<file path="src/rtl/fifo_wr_arbiter.sv">
// fifo_wr_arbiter: round-robin share of the async FIFO write port between N_REQ requesters (w_clk domain).
// Latency: 0 cycles req->gnt/winc/w_data (combinational); owner, FSM state and burst count registered.
// Backpressure: full=1 blocks every grant and freezes all state. Optional burst lock via `ARB_BURST_EN.
module fifo_wr_arbiter #(
  parameter int N_REQ      = 4,
  parameter int DATA_WIDTH = 8,
  parameter int BURST_LEN  = 4
) (
  input  logic                          w_clk,
  input  logic                          w_rst,
  input  logic [N_REQ-1:0]              req,
  input  logic [N_REQ*DATA_WIDTH-1:0]   req_data,
  input  logic                          full,
  output logic [N_REQ-1:0]              gnt,
  output logic                          winc,
  output logic [DATA_WIDTH-1:0]         w_data,
  output logic [$clog2(N_REQ)-1:0]      owner
);

  localparam int IW = $clog2(N_REQ);

  // Elaboration-time parameter sanity checks.
  if (N_REQ < 2 || N_REQ > 16) begin : g_bad_n_req
    $error("fifo_wr_arbiter: N_REQ must be within 2..16");
  end
  if (BURST_LEN < 1) begin : g_bad_burst_len
    $error("fifo_wr_arbiter: BURST_LEN must be at least 1");
  end

  // Round-robin pick: nearest requesting index after 'last', wrapping; MSB flags a hit.
  // Scanning from the farthest candidate to the nearest lets the nearest overwrite the result.
  function automatic logic [IW:0] rr_pick(input logic [IW-1:0] last, input logic [N_REQ-1:0] r);
    logic [IW:0] res;
    int          cand;
    res = '0;
    for (int i = N_REQ; i >= 1; i--) begin
      cand = (int'(last) + i) % N_REQ;
      if (r[cand]) res = {1'b1, cand[IW-1:0]};
    end
    return res;
  endfunction

  logic          sel_vld;
  logic [IW-1:0] sel_idx;
  logic [IW:0]   rr_res;

`ifdef ARB_BURST_EN
  typedef enum logic {IDLE = 1'b0, LOCK = 1'b1} state_t;
  localparam int CW = $clog2(BURST_LEN + 1);

  state_t        state;
  logic [CW-1:0] burst_cnt;
`endif

  // Candidate selection: round-robin when idle, the locked owner only while a burst is held.
  always_comb begin
    rr_res  = rr_pick(owner, req);
    sel_vld = rr_res[IW];
    sel_idx = rr_res[IW-1:0];
`ifdef ARB_BURST_EN
    if (state == LOCK) begin
      sel_vld = req[owner];
      sel_idx = owner;
    end
`endif
  end

  // Grant and write path; suppressed while full or while reset is asserted.
  always_comb begin
    gnt    = '0;
    winc   = 1'b0;
    w_data = '0;
    if (sel_vld && !full && w_rst) begin
      gnt[sel_idx] = 1'b1;
      winc         = 1'b1;
      w_data       = req_data[int'(sel_idx)*DATA_WIDTH +: DATA_WIDTH];
    end
  end

  // Owner tracks the last winner; reset value makes requester 0 the first priority.
  always_ff @(posedge w_clk or negedge w_rst) begin
    if (!w_rst) begin
      owner <= IW'(N_REQ - 1);
    end else if (winc) begin
      owner <= sel_idx;
    end
  end

`ifdef ARB_BURST_EN
  // Burst FSM: lock onto a winner for up to BURST_LEN words; frozen while full.
  always_ff @(posedge w_clk or negedge w_rst) begin
    if (!w_rst) begin
      state     <= IDLE;
      burst_cnt <= '0;
    end else if (!full) begin
      case (state)
        IDLE: begin
          if (winc && (BURST_LEN > 1)) begin
            state     <= LOCK;
            burst_cnt <= CW'(1);
          end
        end
        LOCK: begin
          if (winc) begin
            if (burst_cnt + 1'b1 == CW'(BURST_LEN)) begin
              state     <= IDLE;
              burst_cnt <= '0;
            end else begin
              burst_cnt <= burst_cnt + 1'b1;
            end
          end else begin
            // Owner let go mid-burst: this cycle is dead, re-arbitrate next cycle.
            state     <= IDLE;
            burst_cnt <= '0;
          end
        end
        default: begin
          state     <= IDLE;
          burst_cnt <= '0;
        end
      endcase
    end
  end
`endif

endmodule

</file>
<file path="config.mk">
export PLATFORM = sky130hd
export DESIGN_NAME = fifo_wr_arbiter
export DESIGN_NICKNAME = d
export VERILOG_FILES = /design/src/rtl/fifo_wr_arbiter.sv
export SDC_FILE = /design/constraint.sdc
export NUM_CORES = 1
export LEC_CHECK = 0
export ABC_AREA = 1
export CAP_MARGIN = 40
export CORE_MARGIN = 10
export CORE_UTILIZATION = 35
export CTS_CLUSTER_DIAMETER = 200
export DETAILED_ROUTE_END_ITERATION = 10
export GPL_ROUTABILITY_DRIVEN = 0
export PLACE_DENSITY_LB_ADDON = 0.3
export SYNTH_ARGS = -nofsm -noshare
export SYNTH_HDL_FRONTEND = slang
export SYNTH_SLANG_ARGS = --single-unit
</file>
<file path="constraint.sdc">
create_clock -name w_clk -period 3.95 [get_ports w_clk]
set_input_delay 0.79 -clock w_clk [delete_from_list [all_inputs] [get_ports w_clk]]
set_output_delay 0.79 -clock w_clk [all_outputs]
set_load 0.02 [all_outputs]
</file>
==> results of run 1 <==
metrics by stage:
stage                     setup TNS [ns]  instance area [um^2]  power (mW)  instances
after floorplan                        0                   683       0.792        132
after global placement                 0                  1250        1.04        209
after detailed placement               0                  1250        1.06        209
after CTS                              0                  1270        1.12        212
after global routing             -0.0205                  1320        1.31        213
final                                  0                  1320        1.17        213
per-layer routing:
layer	part of all wire	vias up	GRT usage
met5	0	-	0
met1	0.43	449	0.142
met3	0.061	6	0.0331
li1	-	555	-
met4	0.022	0	0.0642
met2	0.49	39	0.248
logic make-up (layout without fill, tap and decap cells):
kind of cell,Yosys count,after routing
and+or+nand+nor,112,112
buffers and inverters,15,71
AOI/OAI and AO/OA,3,3
DFF,2,2
worst reg2reg max path: stages (launching register included):
cell and delay (ns):
sky130_fd_sc_hd__dfstp_2 0.59, sky130_fd_sc_hd__inv_2 0.12, sky130_fd_sc_hd__nand2_1 0.08, sky130_fd_sc_hd__nand2_1 0.07, sky130_fd_sc_hd__nand2_1 0.10, sky130_fd_sc_hd__nand2_1 0.11, sky130_fd_sc_hd__nor2_2 0.15, sky130_fd_sc_hd__nand3_4 0.18
sky130_fd_sc_hd__nand2_8 0.18, sky130_fd_sc_hd__nand2_1 0.09, sky130_fd_sc_hd__o21ai_0 0.09
final cells by class:
cell class	instances	area share
clock buffers	3	0.0171
inverters	10	0.0285
multi-input cells	115	0.427
flip-flops and latches	2	0.0399
well taps	25	0.0237
repair buffers	58	0.463
power by group through the flow:
stage               Clock [mW]  Sequential (mW)  Combinational, mW
floorplan                    0           0.0644              0.728
global placement             0           0.0548              0.983
detailed placement           0           0.0552               1.01
CTS                     0.0522           0.0550               1.01
global route            0.0514           0.0581               1.20
finish                  0.0475           0.0549               1.07
worst max path at each step:
| stage | cells after the start | to |
|---|---|---|
| finish | 13 | w_data[3] |
| global route | 14 | w_data[3] |
| CTS | 12 | w_data[5] |
| detailed placement | 12 | w_data[5] |
| global placement | 12 | w_data[4] |
| floorplan | 11 | w_data[0] |
what timing repair did:
action                                  in CTS  in global routing
endpoints found under the setup margin       0                  9
hold buffers                                 0                  0
gates resized for setup                      0                  8
setup buffers                                0                  1
hold endpoints to repair                     0                  0
layout by cell type, fill, tap and decap left out, drive strengths merged:
cell type / instances
dfstp: 2
clkbuf: 3
nand4: 16
buf: 5
nor2: 21
nand2: 53
nand3: 20
inv: 10
dlymetal6s2s: 7
o21ai: 2
nor3: 2
clkdlybuf4s50: 46
a21boi: 1
==> key figures, run 1 <==
Floorplan
  – Initial core utilization: 0.383
  – Die Span Y: 64.2 um
  – Floorplan Core Area: 1780 um^2
  – Number of rows in the core area: 15
  – Number of top-level pins: 54
  – Die Span X: 64.2 um
  – Die Footprint: 4120 um^2

Run status
  – Outcome: finished clean

Layout
  – Largest registers: owner (2)
  – Filler cell count in the final layout: 147
  – Area taken by flip-flops and latches: 52.6 um^2
  – Count of nets after finishing: 229
  – Antenna fix cells: 0
  – Post-layout util: 0.739
  – Area growth, synth to finish: 92.9%
  – Share of post-route cells with drive strength above 1: 0.112
  – Area used by multi-input combinational logic: 563 um^2
  – Largest register FFs: 2
  – Largest reg by FF count: owner

Clock network
  – Clock buffer count from CTS: 3
  – Maximum root-to-sink buffer count: 2
  – Deepest level of the CTS H-tree: 1
  – Clock latency on the worst-skew pair: 0.23 ns
  – Clock transition at path regs: 0.03 ns
  – CTS sink count: 2
  – Clock Tree Root: sky130_fd_sc_hd__clkbuf_4
  – Clock tree from TritonCTS: yes

Worst setup path
  – Type of the worst setup path: input pin to output pin
  – Library cell appearing most often on the critical path: sky130_fd_sc_hd__nand2_2
  – Critical path endpoint category: output pin
  – Count of buffering cells on the critical path with inverters included: 2
  – R2R cell count: 10
  – Worst-case register-to-register setup slack: 2.08 ns
  – Peak per-stage delay on the critical path: 0.61 ns
  – Slowest cell on the critical path: sky130_fd_sc_hd__clkdlybuf4s50_1
  – CP Data Arrival Time: 3.01 ns
  – Worst Setup SP: req[1]
  – Kind of cell with the highest combined delay on the critical path: simple AND/OR/NAND/NOR gates
  – Category of the worst setup path launch point: input pin
  – Reg2reg start: owner[0]
  – CP Data Required Time: 3.16 ns
  – Crit-path cells: clkdlybuf4s50_1 > nand2_2 > nand2_2 > nand2_2 > nand2_1 > nor2_2 > nand3_4 > nand2_8 > nand3_1 > nand2_1 > nor2_1 > nor2_1 > clkdlybuf4s50_1
  – End of the worst register-to-register path: owner[0]
  – CP max FO: 19

Yosys
  – Largest family of logic cells by synthesized area: simple AND/OR/NAND/NOR gates
  – Post-synthesis instance area: 683 um^2
  – Largest area contributor in the netlist: sky130_fd_sc_hd__nand2_1
  – Top-area cell type share of the netlist area: 0.253
  – Mux contribution to synthesized area: 0
  – Synthesized instance count: 132
  – Number of synthesized flops with an enable pin: 0
  – Cell types occupying the most area after synthesis: sky130_fd_sc_hd__nand2_1 25%, sky130_fd_sc_hd__nand4_1 15%, sky130_fd_sc_hd__nand3_1 14%
  – Syn_area_per_cell: 5.18 um^2
  – Syn nets: 171
  – Synthesized-area fraction occupied by xor and xnor cells: 0
  – Most instantiated library cell after synthesis: sky130_fd_sc_hd__nand2_1
  – FF+latch count, synth: 2
  – Adder-cell area share of the yosys netlist: 0
  – Cell types with the highest counts after synthesis: 46 x sky130_fd_sc_hd__nand2_1, 20 x sky130_fd_sc_hd__nor2_1, 19 x sky130_fd_sc_hd__nand3_1
  – Sequential cell area fraction in the yosys report: 0.0769
  – Post-synth ARST share: 1.00
  – Count of yosys warnings during synthesis: 0
  – Most used DFF post-synth: sky130_fd_sc_hd__dfstp_2
  – Area fraction in and, or, nand and nor cells after synthesis: 0.769
  – Synthesized-area fraction occupied by ao, oa, aoi and oai cells: 0.0421
  – Count of unique library cells instantiated by Yosys: 17

Timing
  – Setup Skew: 0.00705 ns
  – Count of endpoints failing hold in the final timing report: 0
  – Slew at the pin closest to its max-slew limit: 0.297 ns
  – Clock period minus final worst setup slack: 3.80 ns
  – Max-slew headroom: 0.801
  – Highest attainable clock frequency: 263 MHz
  – Post-route fraction of the period consumed by the critical path: 0.961
  – Final setup slack of the worst path: 0.153 ns
  – Setup violations, final: 0
  – Max-slew violation total from the final report: 0
  – Post-route worst hold slack: 0.606 ns

Place
  – Pre-CTS setup slack: 0.0728 ns
  – Sum of net half-perimeters after detailed placement: 2330 um
  – IO buf count: 53

Run
  – Maxcap violations: 0

Power and ir drop
  – Internal Pwr Total: 0.505 mW
  – Proportion of total power due to net switching: 0.570
  – Part of the total power dissipated in sequential elements: 0.047
  – Static leakage power: 0.743 nW
  – NetSw: 0.669 mW
  – IR Drop Worst-Case VDD: 0.606 mV
  – Combinational power share: 0.913
  – Pwr dens: 891 nW/um^2
  – Clock network power share: 0.040

Route
  – Number of DRC markers in iteration 0: 55
  – Final wirelength: 2940 um
  – Antenna viol nets, final: 0
  – Number of optimization iterations in the first detailed-route pass: 4
  – Routed via count: 1049
  – Remaining routing DRC violations: 0
  – Post-DR wirelength/cell: 13.8 um
  – Drt via density: 4.92

Worst hold path
  – Worst Hold Depth: 2
  – HP Class: flop to flop
  – Critical hold path startpoint: owner[1]
  – Terminating pin of the worst hold path: owner[1]

GRT
  – Overall overflow remaining after global route: 0
  – Number of antenna violations at the first check in global routing: 0
  – Number of global-route vias before repair: 1081
  – Maximum number of pins on one net before global-route repair: 20
  – First-pass GRT wire length: 4750 um
  – Global-route usage over all layers: 0.136
Power figures use the tool's default switching activity.
==> inputs of run 2 (changes only) <==
--- a/config.mk
+++ b/config.mk
@@ -12,6 +12,8 @@
 export CTS_CLUSTER_DIAMETER = 200
 export DETAILED_ROUTE_END_ITERATION = 10
 export GPL_ROUTABILITY_DRIVEN = 0
+export HOLD_SLACK_MARGIN = 0.02
+export MAX_ROUTING_LAYER = met4
 export PLACE_DENSITY_LB_ADDON = 0.3
 export SYNTH_ARGS = -nofsm -noshare
 export SYNTH_HDL_FRONTEND = slang
==> run 2 against run 1 <==
Effect of this change: sequential share of layout area unchanged; flip-flop and latch count unchanged; fmax decreased by 0.27%; highest routed layer unchanged; combinational power about the same; global-route usage increased by 0.43 points; worst hold slack got worse by 0.0044 ns; clock power about the same.
==> key figures, run 2 (synthesis gave the netlist of run 1 again) <==
Power and ir drop
  – IR Drop Worst-Case VDD: 0.608 mV
  – Power after layout: 1.18 mW
  – Pwr dens: 892 nW/um^2
  – Static leakage power: 0.743 nW

Layout
  – Largest registers: owner (2)
  – Share of post-route cells with drive strength above 1: 0.112
  – Filler cell count in the final layout: 147
  – Largest reg by FF count: owner
  – Area of all placed cells without fillers: 1320 um^2
  – Area used by multi-input combinational logic: 563 um^2
  – Area growth, synth to finish: 92.9%
  – Count of nets after finishing: 229
  – Area taken by flip-flops and latches: 52.6 um^2
  – Final non-filler cell total: 213
  – Largest register FFs: 2
  – Antenna fix cells: 0
  – Post-layout util: 0.739
  – Commonest cells after routing, fill and taps aside: 46 x sky130_fd_sc_hd__nand2_1, 46 x sky130_fd_sc_hd__clkdlybuf4s50_1, 20 x sky130_fd_sc_hd__nor2_1

Worst setup path
  – CP Data Arrival Time: 3.02 ns
  – Worst-case register-to-register setup slack: 2.07 ns
  – Critical path endpoint category: output pin
  – Library cell appearing most often on the critical path: sky130_fd_sc_hd__nand2_2
  – Worst Setup SP: req[1]
  – Kind of cell with the highest combined delay on the critical path: simple AND/OR/NAND/NOR gates
  – Count of buffering cells on the critical path with inverters included: 2
  – CP max FO: 19
  – Peak per-stage delay on the critical path: 0.61 ns
  – Crit-path cells: clkdlybuf4s50_1 > nand2_2 > nand2_2 > nand2_2 > nand2_1 > nor2_2 > nand3_4 > nand2_8 > nand3_1 > nand2_1 > nor2_1 > nor2_1 > clkdlybuf4s50_1
  – CP Data Required Time: 3.16 ns
  – Slowest cell on the critical path: sky130_fd_sc_hd__clkdlybuf4s50_1
  – Reg2reg start: owner[0]
  – Type of the worst setup path: input pin to output pin
  – Category of the worst setup path launch point: input pin

Clock network
  – CTS sink count: 2
  – Number of buffers inserted for hold repair after clock tree synthesis: 0
  – Clock buffer count from CTS: 3
  – Clock tree from TritonCTS: yes
  – Clock Tree Root: sky130_fd_sc_hd__clkbuf_4
  – Deepest level of the CTS H-tree: 1
  – Clock latency on the worst-skew pair: 0.23 ns
  – Clock transition at path regs: 0.03 ns
  – Maximum root-to-sink buffer count: 2

Place
  – Sum of net half-perimeters after detailed placement: 2330 um
  – Post-placement cell area: 1250 um^2
  – IO buf count: 53
  – Number of instances in the placed design: 209

Route
  – Drt via density: 4.94
  – Final wirelength: 2960 um
  – Number of optimization iterations in the first detailed-route pass: 4
  – Antenna viol nets, final: 0
  – Remaining routing DRC violations: 0
  – Post-DR wirelength/cell: 13.9 um
  – Number of DRC markers in iteration 0: 45
  – Routed via count: 1053

Timing
  – Slew at the pin closest to its max-slew limit: 0.299 ns
  – Post-route fraction of the period consumed by the critical path: 0.964
  – Count of endpoints failing hold in the final timing report: 0
  – Post-route worst hold slack: 0.601 ns
  – Clock period minus final worst setup slack: 3.81 ns
  – Setup Skew: 0.00675 ns
  – Max-slew headroom: 0.800
  – Setup violations, final: 0
  – Highest attainable clock frequency: 263 MHz
  – Max-slew violation total from the final report: 0

Floorplan
  – Die Span X: 64.2 um
  – Initial core utilization: 0.383
  – Floorplan Core Area: 1780 um^2
  – Number of top-level pins: 54
  – Die Span Y: 64.2 um
  – Die Footprint: 4120 um^2
  – Number of rows in the core area: 15

Run status
  – Outcome: finished clean

Run
  – Maxcap violations: 0

GRT
  – Number of global-route vias before repair: 1083
  – First-pass GRT wire length: 4760 um
  – Overall overflow remaining after global route: 0
  – Maximum number of pins on one net before global-route repair: 20
  – Global-route usage over all layers: 0.140
  – Number of antenna violations at the first check in global routing: 0

Worst hold path
  – HP Class: flop to flop
  – Critical hold path startpoint: owner[1]
[run 2: cell counts in the layout (fill, tap and decap cells not counted)]
Identical to the previous run, type by type.
[run 2: area by class of cell]
class	count	share of cell area
Inverter	10	0.0285
Multi-Input combinational cell	115	0.427
Clock buffer	3	0.0171
Timing Repair Buffer	58	0.463
Tap cell	25	0.0237
Sequential cell	2	0.0399
[run 2: final timing paths]
kind | to | cells after the start
min in group asynchronous | owner[1] | 1
hold / removal | owner[1] | 2
setup / recovery | w_data[3] | 13
hold reg to reg | owner[1] | 2
max in group asynchronous | owner[0] | 1
setup reg to reg | owner[0] | 10
[run 2: through the flow]
| step | TNS [ns] | worst slack (ns) |
|---|---|---|
| 6_report | 0 | 0.143 |
| 5_1_grt | -0.0208 | -0.0208 |
| 4_1_cts | 0 | 0.0711 |
| 3_5_place_dp | 0 | 0.0728 |
| 3_3_place_gp | 0 | 0.143 |
| 2_1_floorplan | 0 | 1.13 |
[run 2: where the power goes]
| group | switching (mW) | internal [mW] |
|---|---|---|
| clock | 0.0138 | 0.0337 |
| combinational | 0.639 | 0.433 |
| sequential | 0.0168 | 0.0383 |
| total | 0.670 | 0.505 |
[run 2: layer usage]
layer	GRT usage	up-vias	routed length [um]
met5	-	-	0
met3	0.0192	8	124
met2	0.248	41	1430
met4	0.0642	0	73
met1	0.151	449	1330
li1	-	555	-
[run 2: worst register-to-register path, stage by stage (launching register included)]
cell and delay [ns]:
sky130_fd_sc_hd__dfstp_2 0.60, sky130_fd_sc_hd__inv_2 0.12, sky130_fd_sc_hd__nand2_1 0.08, sky130_fd_sc_hd__nand2_1 0.07
sky130_fd_sc_hd__nand2_1 0.10, sky130_fd_sc_hd__nand2_1 0.11, sky130_fd_sc_hd__nor2_2 0.15, sky130_fd_sc_hd__nand3_4 0.18
sky130_fd_sc_hd__nand2_8 0.18, sky130_fd_sc_hd__nand2_1 0.09, sky130_fd_sc_hd__o21ai_0 0.09
[run 2: what timing repair did]
action                     CTS  global route
setup buffers                0             1
setup endpoints to repair    0             9
gates resized for setup      0             8
